--- src/rtl/if_id_stage_pkg.sv ---
// Shared pipeline definitions for the IF/ID register and its hazard logic:
// NOP encoding, rs/rt field positions, default register-index width.
package if_id_stage_pkg;

  localparam logic [31:0] NOP         = 32'h0000_0000;
  localparam int unsigned RS_MSB      = 25;
  localparam int unsigned RS_LSB      = 21;
  localparam int unsigned RT_MSB      = 20;
  localparam int unsigned RT_LSB      = 16;
  localparam int unsigned NB_ADDR_DEF = 5;

  // Which path an IF/ID register update takes on a clock edge.
  typedef enum logic [1:0] {
    UPD_HOLD,
    UPD_FLUSH,
    UPD_STALL,
    UPD_LOAD
  } upd_e;

endpackage

--- src/rtl/if_id_stage_if.sv ---
// IF/ID stage bus: IF-side fetch inputs, ID/EX hazard inputs, and the
// latched slot plus PC-write/bubble control outputs.
interface if_id_stage_if #(
  parameter int unsigned NB_REG  = 32,
  parameter int unsigned NB_ADDR = 5
) ();

  logic [NB_REG-1:0]  i_pcplus4;
  logic [NB_REG-1:0]  i_instruction;
  logic               i_flush;
  logic               i_idex_mem_read;
  logic [NB_ADDR-1:0] i_idex_rt;
  logic [NB_REG-1:0]  o_pcplus4;
  logic [NB_REG-1:0]  o_instruction;
  logic               o_valid;
  logic               o_pc_write;
  logic               o_bubble;

  modport master (
    output i_pcplus4, i_instruction, i_flush, i_idex_mem_read, i_idex_rt,
    input  o_pcplus4, o_instruction, o_valid, o_pc_write, o_bubble
  );

  modport slave (
    input  i_pcplus4, i_instruction, i_flush, i_idex_mem_read, i_idex_rt,
    output o_pcplus4, o_instruction, o_valid, o_pc_write, o_bubble
  );

endinterface

--- src/rtl/if_id_stage_hazard_detect.sv ---
// Load-use hazard detector: flags when the load in ID/EX writes a register
// that the valid instruction in ID reads as rs or rt ($zero never hazards).
module hazard_detect
  import if_id_stage_pkg::*;
#(
  parameter int unsigned NB_ADDR = NB_ADDR_DEF
) (
  input  logic [NB_ADDR-1:0] i_rs,
  input  logic [NB_ADDR-1:0] i_rt,
  input  logic               i_valid,
  input  logic               i_mem_read,
  input  logic [NB_ADDR-1:0] i_idex_rt,
  output logic               o_hazard
);

  assign o_hazard = i_mem_read & i_valid & (i_idex_rt != '0) &
                    ((i_idex_rt == i_rs) | (i_idex_rt == i_rt));

endmodule

--- src/rtl/if_id_stage.sv ---
// IF/ID pipeline register with flush, load-use stall and debug-step enable.
// Define IF_ID_PERF_CNT_EN to add saturating stall/flush counters.
module if_id_stage
  import if_id_stage_pkg::*;
#(
  parameter int unsigned NB_REG  = 32,
  parameter int unsigned NB_ADDR = NB_ADDR_DEF,
  parameter int unsigned NB_CNT  = 16
) (
  input  logic              i_clk,
  input  logic              i_reset,
  input  logic              i_dunit_clk_en,
`ifdef IF_ID_PERF_CNT_EN
  output logic [NB_CNT-1:0] o_stall_cnt,
  output logic [NB_CNT-1:0] o_flush_cnt,
`endif
  if_id_stage_if.slave      bus
);

  logic [NB_REG-1:0]  pcplus4_q, pcplus4_d;
  logic [NB_REG-1:0]  instr_q, instr_d;
  logic               valid_q, valid_d;
  logic [NB_ADDR-1:0] rs, rt;
  logic               hazard;
  upd_e               upd;

  assign rs = instr_q[RS_MSB:RS_LSB];
  assign rt = instr_q[RT_MSB:RT_LSB];

  hazard_detect #(.NB_ADDR(NB_ADDR)) u_hazard_detect (
    .i_rs       (rs),
    .i_rt       (rt),
    .i_valid    (valid_q),
    .i_mem_read (bus.i_idex_mem_read),
    .i_idex_rt  (bus.i_idex_rt),
    .o_hazard   (hazard)
  );

  // Flush beats stall: a squashed slot has valid=0, so the hazard drops next cycle.
  always_comb begin
    upd = UPD_HOLD;
    if (i_dunit_clk_en) begin
      if (bus.i_flush)  upd = UPD_FLUSH;
      else if (hazard)  upd = UPD_STALL;
      else              upd = UPD_LOAD;
    end
  end

  always_comb begin
    pcplus4_d = pcplus4_q;
    instr_d   = instr_q;
    valid_d   = valid_q;
    case (upd)
      UPD_FLUSH: begin
        pcplus4_d = '0;
        instr_d   = NB_REG'(NOP);
        valid_d   = 1'b0;
      end
      UPD_LOAD: begin
        pcplus4_d = bus.i_pcplus4;
        instr_d   = bus.i_instruction;
        valid_d   = 1'b1;
      end
      default: ;
    endcase
  end

  always_ff @(posedge i_clk or posedge i_reset) begin
    if (i_reset) begin
      pcplus4_q <= '0;
      instr_q   <= '0;
      valid_q   <= 1'b0;
    end else begin
      pcplus4_q <= pcplus4_d;
      instr_q   <= instr_d;
      valid_q   <= valid_d;
    end
  end

`ifdef IF_ID_PERF_CNT_EN
  logic [NB_CNT-1:0] stall_cnt_q, stall_cnt_d;
  logic [NB_CNT-1:0] flush_cnt_q, flush_cnt_d;

  always_comb begin
    stall_cnt_d = stall_cnt_q;
    flush_cnt_d = flush_cnt_q;
    if (upd == UPD_STALL && stall_cnt_q != '1) stall_cnt_d = stall_cnt_q + 1'b1;
    if (upd == UPD_FLUSH && flush_cnt_q != '1) flush_cnt_d = flush_cnt_q + 1'b1;
  end

  always_ff @(posedge i_clk or posedge i_reset) begin
    if (i_reset) begin
      stall_cnt_q <= '0;
      flush_cnt_q <= '0;
    end else begin
      stall_cnt_q <= stall_cnt_d;
      flush_cnt_q <= flush_cnt_d;
    end
  end

  assign o_stall_cnt = stall_cnt_q;
  assign o_flush_cnt = flush_cnt_q;
`endif

  assign bus.o_pcplus4     = pcplus4_q;
  assign bus.o_instruction = instr_q;
  assign bus.o_valid       = valid_q;
  assign bus.o_pc_write    = ~hazard;
  assign bus.o_bubble      = hazard;

endmodule
--- src/flat_wrapper.sv ---
// flat-port wrapper written by rule: the top's interface ports become plain ports
module if_id_stage_flat import if_id_stage_pkg::*;
#(
  parameter int unsigned NB_REG  = 32,
  parameter int unsigned NB_ADDR = NB_ADDR_DEF,
  parameter int unsigned NB_CNT  = 16
)
  (i_clk, i_reset, i_dunit_clk_en, bus_i_pcplus4, bus_i_instruction, bus_i_flush, bus_i_idex_mem_read, bus_i_idex_rt, bus_o_pcplus4, bus_o_instruction, bus_o_valid, bus_o_pc_write, bus_o_bubble);
  if_id_stage_if #(.NB_REG(NB_REG), .NB_ADDR(NB_ADDR)) bus_i ();
  input  logic i_clk;
  input  logic i_reset;
  input  logic i_dunit_clk_en;
  input wire logic [$bits(bus_i.i_pcplus4)-1:0] bus_i_pcplus4;
  input wire logic [$bits(bus_i.i_instruction)-1:0] bus_i_instruction;
  input wire logic [$bits(bus_i.i_flush)-1:0] bus_i_flush;
  input wire logic [$bits(bus_i.i_idex_mem_read)-1:0] bus_i_idex_mem_read;
  input wire logic [$bits(bus_i.i_idex_rt)-1:0] bus_i_idex_rt;
  output wire logic [$bits(bus_i.o_pcplus4)-1:0] bus_o_pcplus4;
  output wire logic [$bits(bus_i.o_instruction)-1:0] bus_o_instruction;
  output wire logic [$bits(bus_i.o_valid)-1:0] bus_o_valid;
  output wire logic [$bits(bus_i.o_pc_write)-1:0] bus_o_pc_write;
  output wire logic [$bits(bus_i.o_bubble)-1:0] bus_o_bubble;
  assign bus_i.i_pcplus4 = bus_i_pcplus4;
  assign bus_i.i_instruction = bus_i_instruction;
  assign bus_i.i_flush = bus_i_flush;
  assign bus_i.i_idex_mem_read = bus_i_idex_mem_read;
  assign bus_i.i_idex_rt = bus_i_idex_rt;
  assign bus_o_pcplus4 = bus_i.o_pcplus4;
  assign bus_o_instruction = bus_i.o_instruction;
  assign bus_o_valid = bus_i.o_valid;
  assign bus_o_pc_write = bus_i.o_pc_write;
  assign bus_o_bubble = bus_i.o_bubble;
  if_id_stage #(.NB_REG(NB_REG), .NB_ADDR(NB_ADDR), .NB_CNT(NB_CNT)) u_core (.i_clk(i_clk), .i_reset(i_reset), .i_dunit_clk_en(i_dunit_clk_en), .bus(bus_i));
endmodule
--- config.mk ---
export PLATFORM = sky130hd
export DESIGN_NAME = if_id_stage_flat
export DESIGN_NICKNAME = d
export VERILOG_FILES = /design/src/rtl/if_id_stage_pkg.sv /design/src/rtl/if_id_stage_if.sv /design/src/rtl/if_id_stage_hazard_detect.sv /design/src/rtl/if_id_stage.sv /design/src/flat_wrapper.sv
export SDC_FILE = /design/constraint.sdc
export NUM_CORES = 1
export LEC_CHECK = 0
export CAP_MARGIN = 20
export CORE_MARGIN = 4
export CORE_UTILIZATION = 42
export CTS_BUF_LIST = sky130_fd_sc_hd__clkbuf_4
export DETAILED_ROUTE_END_ITERATION = 10
export GPL_TIMING_DRIVEN = 0
export PLACE_DENSITY = 0.9
export SETUP_SLACK_MARGIN = 0.4
export SLEW_MARGIN = 20
export SYNTH_ARGS = -nofsm -noshare
export SYNTH_HDL_FRONTEND = slang
export SYNTH_SLANG_ARGS = --single-unit
--- constraint.sdc ---
create_clock -name i_clk -period 2.9 [get_ports i_clk]
set_input_delay 0.58 -clock i_clk [delete_from_list [all_inputs] [get_ports i_clk]]
set_output_delay 0.58 -clock i_clk [all_outputs]
set_load 0.01 [all_outputs]
==> flow_metrics.env <==
export IMPL_drt_first_pass_iters=5
export IMPL_maxSlewViolCount=0
export IMPL_drive_above_1_share_pct=13.2
export IMPL_first_iter_violations=93
export IMPL_antennaDiodeCount=0
export IMPL_rows=29
export IMPL_start_kind="input port"
export IMPL_post_place_ws_ns=-0.629
export IMPL_core_area_mm2=0.00649
export IMPL_final_cell_mix="clkdlybuf4s50_1, dfrtp_1, a22o_1"
export IMPL_fin_ws_ns=0.448
export IMPL_tightestPinTransition_ns=0.671
export IMPL_yosysTopAreaCell="dfrtp_1"
export IMPL_cts_root_buffer="clkbuf_4"
export IMPL_ff_latch_area_mm2=0.00163
export IMPL_nFillCells=478
export IMPL_fin_util_pct=70.6
export IMPL_ys_seq_area_share_pct=56.7
export IMPL_cap_violations=0
export IMPL_worstSetupPathType="input port to output pin"
export IMPL_final_common_cell="clkdlybuf4s50_1"
export IMPL_rsz0062_at_grt="false"
export IMPL_outcome="complete, no violations"
export IMPL_p_sw_uw=574
export IMPL_routabilityCongestion=0.748
export IMPL_grt_start_max_net_pins=37
export IMPL_fmax_ghz=0.408
export IMPL_cts_buffer_depth=2
export IMPL_grt_pass1_vias=2670
export IMPL_io_buffers=140
export IMPL_die_h_um=90.6
export IMPL_endpoint_kind="output pin"
export IMPL_multi_input_area_mm2=0.00105
export IMPL_start_util_pct=44.2
export IMPL_synth_cell_types=20
export IMPL_fin_area_mm2=0.00459
export IMPL_mappedNetlistNets=314
export IMPL_path_clk_slew_ns=0.09
export IMPL_vdd_drop_max_v=0.000329
export IMPL_hp_class="flop to flop"
export IMPL_vias_per_cell=5.36
export IMPL_critPathRequiredTime_ns=2.32
export IMPL_synth_top_area_share_pct=56.7
export IMPL_die_area_mm2=0.00821
export IMPL_die_w_um=90.6
export IMPL_drcViolationCount=0
export IMPL_power_density_mw_per_mm2=488
export IMPL_cts_tree="done"
export IMPL_relSlewSlack_pct=55.3
export IMPL_p_leak_uw=0.00201
export IMPL_timing_final_crit_share_pct=84.6
export IMPL_cts_inserted_buffers=9
export IMPL_syn_mean_instance_area_um2=11.9
export IMPL_grt_usage_pct=20.6
export IMPL_synth_warnings=0
export IMPL_p_clk_share_pct=30.4
export IMPL_cp_arrival_ns=1.87
export IMPL_internal_power_uw=1660
export IMPL_grt_pass1_wl_mm=13.6
export IMPL_synth_area_leaders="dfrtp_1, a22o_1, o311ai_2"
export IMPL_clk_latency_ns=0.40
export IMPL_combPwrFrac_pct=23.2
export IMPL_antenna_found_initial=0
export IMPL_h_tree_depth=3
export IMPL_setup_viol=0
export IMPL_layout_nets=471
export IMPL_post_dp_cell_area_mm2=0.00439
export IMPL_synth_seq_cells=65
export IMPL_io_pin_count=141
export IMPL_hold_viol=0
export IMPL_fin_crit_ns=2.45
export IMPL_syn_area_mm2=0.00287
export IMPL_fin_skew_ns=0.0117
export IMPL_routed_via_count=2566
export IMPL_fin_setup_tns_ns=0
export IMPL_grt_overflow=0
export IMPL_swShare_pct=25.6
export IMPL_dpl_hpwl_mm=6.22
export IMPL_synthCells=240
export IMPL_area_delta_synth_final_pct=60.0
export IMPL_wl_per_cell_um=17.4
export IMPL_wirelength_mm=8.32
export IMPL_cp_max_fo=5
export IMPL_p_seq_share_pct=46.4
export IMPL_postRouteAntennaNets=0
export IMPL_clock_sinks=65
-- stage by stage --
step / hold WS [ns] / instances / total power, uW
final: 0.505 / 479 / 2240
after global placement: 0.483 / 457 / 1540
after global routing: 0.517 / 479 / 2350
after CTS: 0.506 / 477 / 2250
after floorplan: 0.533 / 240 / 1250
after detailed placement: 0.482 / 458 / 1570
-- flip-flops by register name (all words and copies together) (netlist names) --
signal	cells
u_core.bus.o_instruction	32
u_core.bus.o_pcplus4	32
u_core.bus.o_valid	1
-- cell type report --
cell class | instances | share of cell area, %
flip-flops and latches | 65 | 35.5
repair buffers | 146 | 31.2
multi-input cells | 128 | 22.8
plain buffers | 21 | 2.84
inverters | 26 | 2.18
well taps | 77 | 2.10
clock buffers | 12 | 1.96
clock inverters | 4 | 1.47
-- synthesized netlist by cell type --
cell type and n:
a21oi_2 1, a22o_1 43, a31o_1 1, and2_4 1, buf_2 6, buf_6 5, clkbuf_1 10, dfrtp_1 65
inv_1 26, nand2_1 24, nand3_1 2, nand4_1 21, o21ai_0 1, o22ai_1 1, o311a_4 1, o311ai_0 3
o311ai_1 8, o311ai_2 10, or3_1 1, xnor2_1 10
-- power by group through the flow --
| stage | sequential (uW) | combinational (uW) | clock [uW] |
|---|---|---|---|
| after floorplan | 1080 | 169 | 0 |
| after global placement | 1050 | 495 | 0 |
| after detailed placement | 1050 | 511 | 0 |
| after CTS | 1040 | 520 | 690 |
| after global routing | 1050 | 556 | 742 |
| final | 1040 | 519 | 681 |
-- metal layers --
metal	global-route usage (%)	vias to the layer above	wire (um)
met1	25.4	1223	3450
met2	35.3	126	4190
li1	-	1206	-
met4	6.63	0	109
met5	0	-	0
met3	5.42	11	567
-- kinds of logic (layout without fill, tap and decap cells) --
kind of cell,after synthesis,in the layout,share of synthesized area [%]
buf+inv,47,209,7.72
flops,65,65,56.7
xor+xnor,10,10,3.05
compound gates,69,69,23.9
simple gates,49,49,8.60
-- worst max-delay path, cell delays in order --
cell	delay, ns
buf_2	0.12
or3_4	0.39
o311a_4	0.32
and2_4	0.18
buf_6	0.12
inv_1	0.04
buf_2	0.12
-- path summary, 6_finish.rpt --
check	start	endpoint	slack, ns	depth (start not counted)
worst min-delay path	u_core.bus.o_instruction[14]$_DFFE_PP0P_	u_core.bus.o_instruction[14]$_DFFE_PP0P_	0.50	1
min in group asynchronous	i_reset	u_core.bus.o_pcplus4[25]$_DFFE_PP0P_	0.51	2
worst max register to register	u_core.bus.o_instruction[23]$_DFFE_PP0P_	u_core.bus.o_pcplus4[6]$_DFFE_PP0P_	1.05	7
worst max-delay path	bus_i_idex_rt[4]	bus_o_pc_write	0.45	7
worst min register to register	u_core.bus.o_instruction[14]$_DFFE_PP0P_	u_core.bus.o_instruction[14]$_DFFE_PP0P_	0.50	1
max in group asynchronous	i_reset	u_core.bus.o_instruction[11]$_DFFE_PP0P_	1.87	3
-- repair_timing --
| item | CTS | global route |
|---|---|---|
| endpoints found under the setup margin | 2 | 1 |
| setup buffers | 3 | 2 |
| pin swaps | 2 | 3 |
| endpoints found under the hold margin | 0 | 0 |
| hold buffers | 0 | 0 |
| resized for setup | 27 | 1 |
Power figures use the tool's default switching activity.
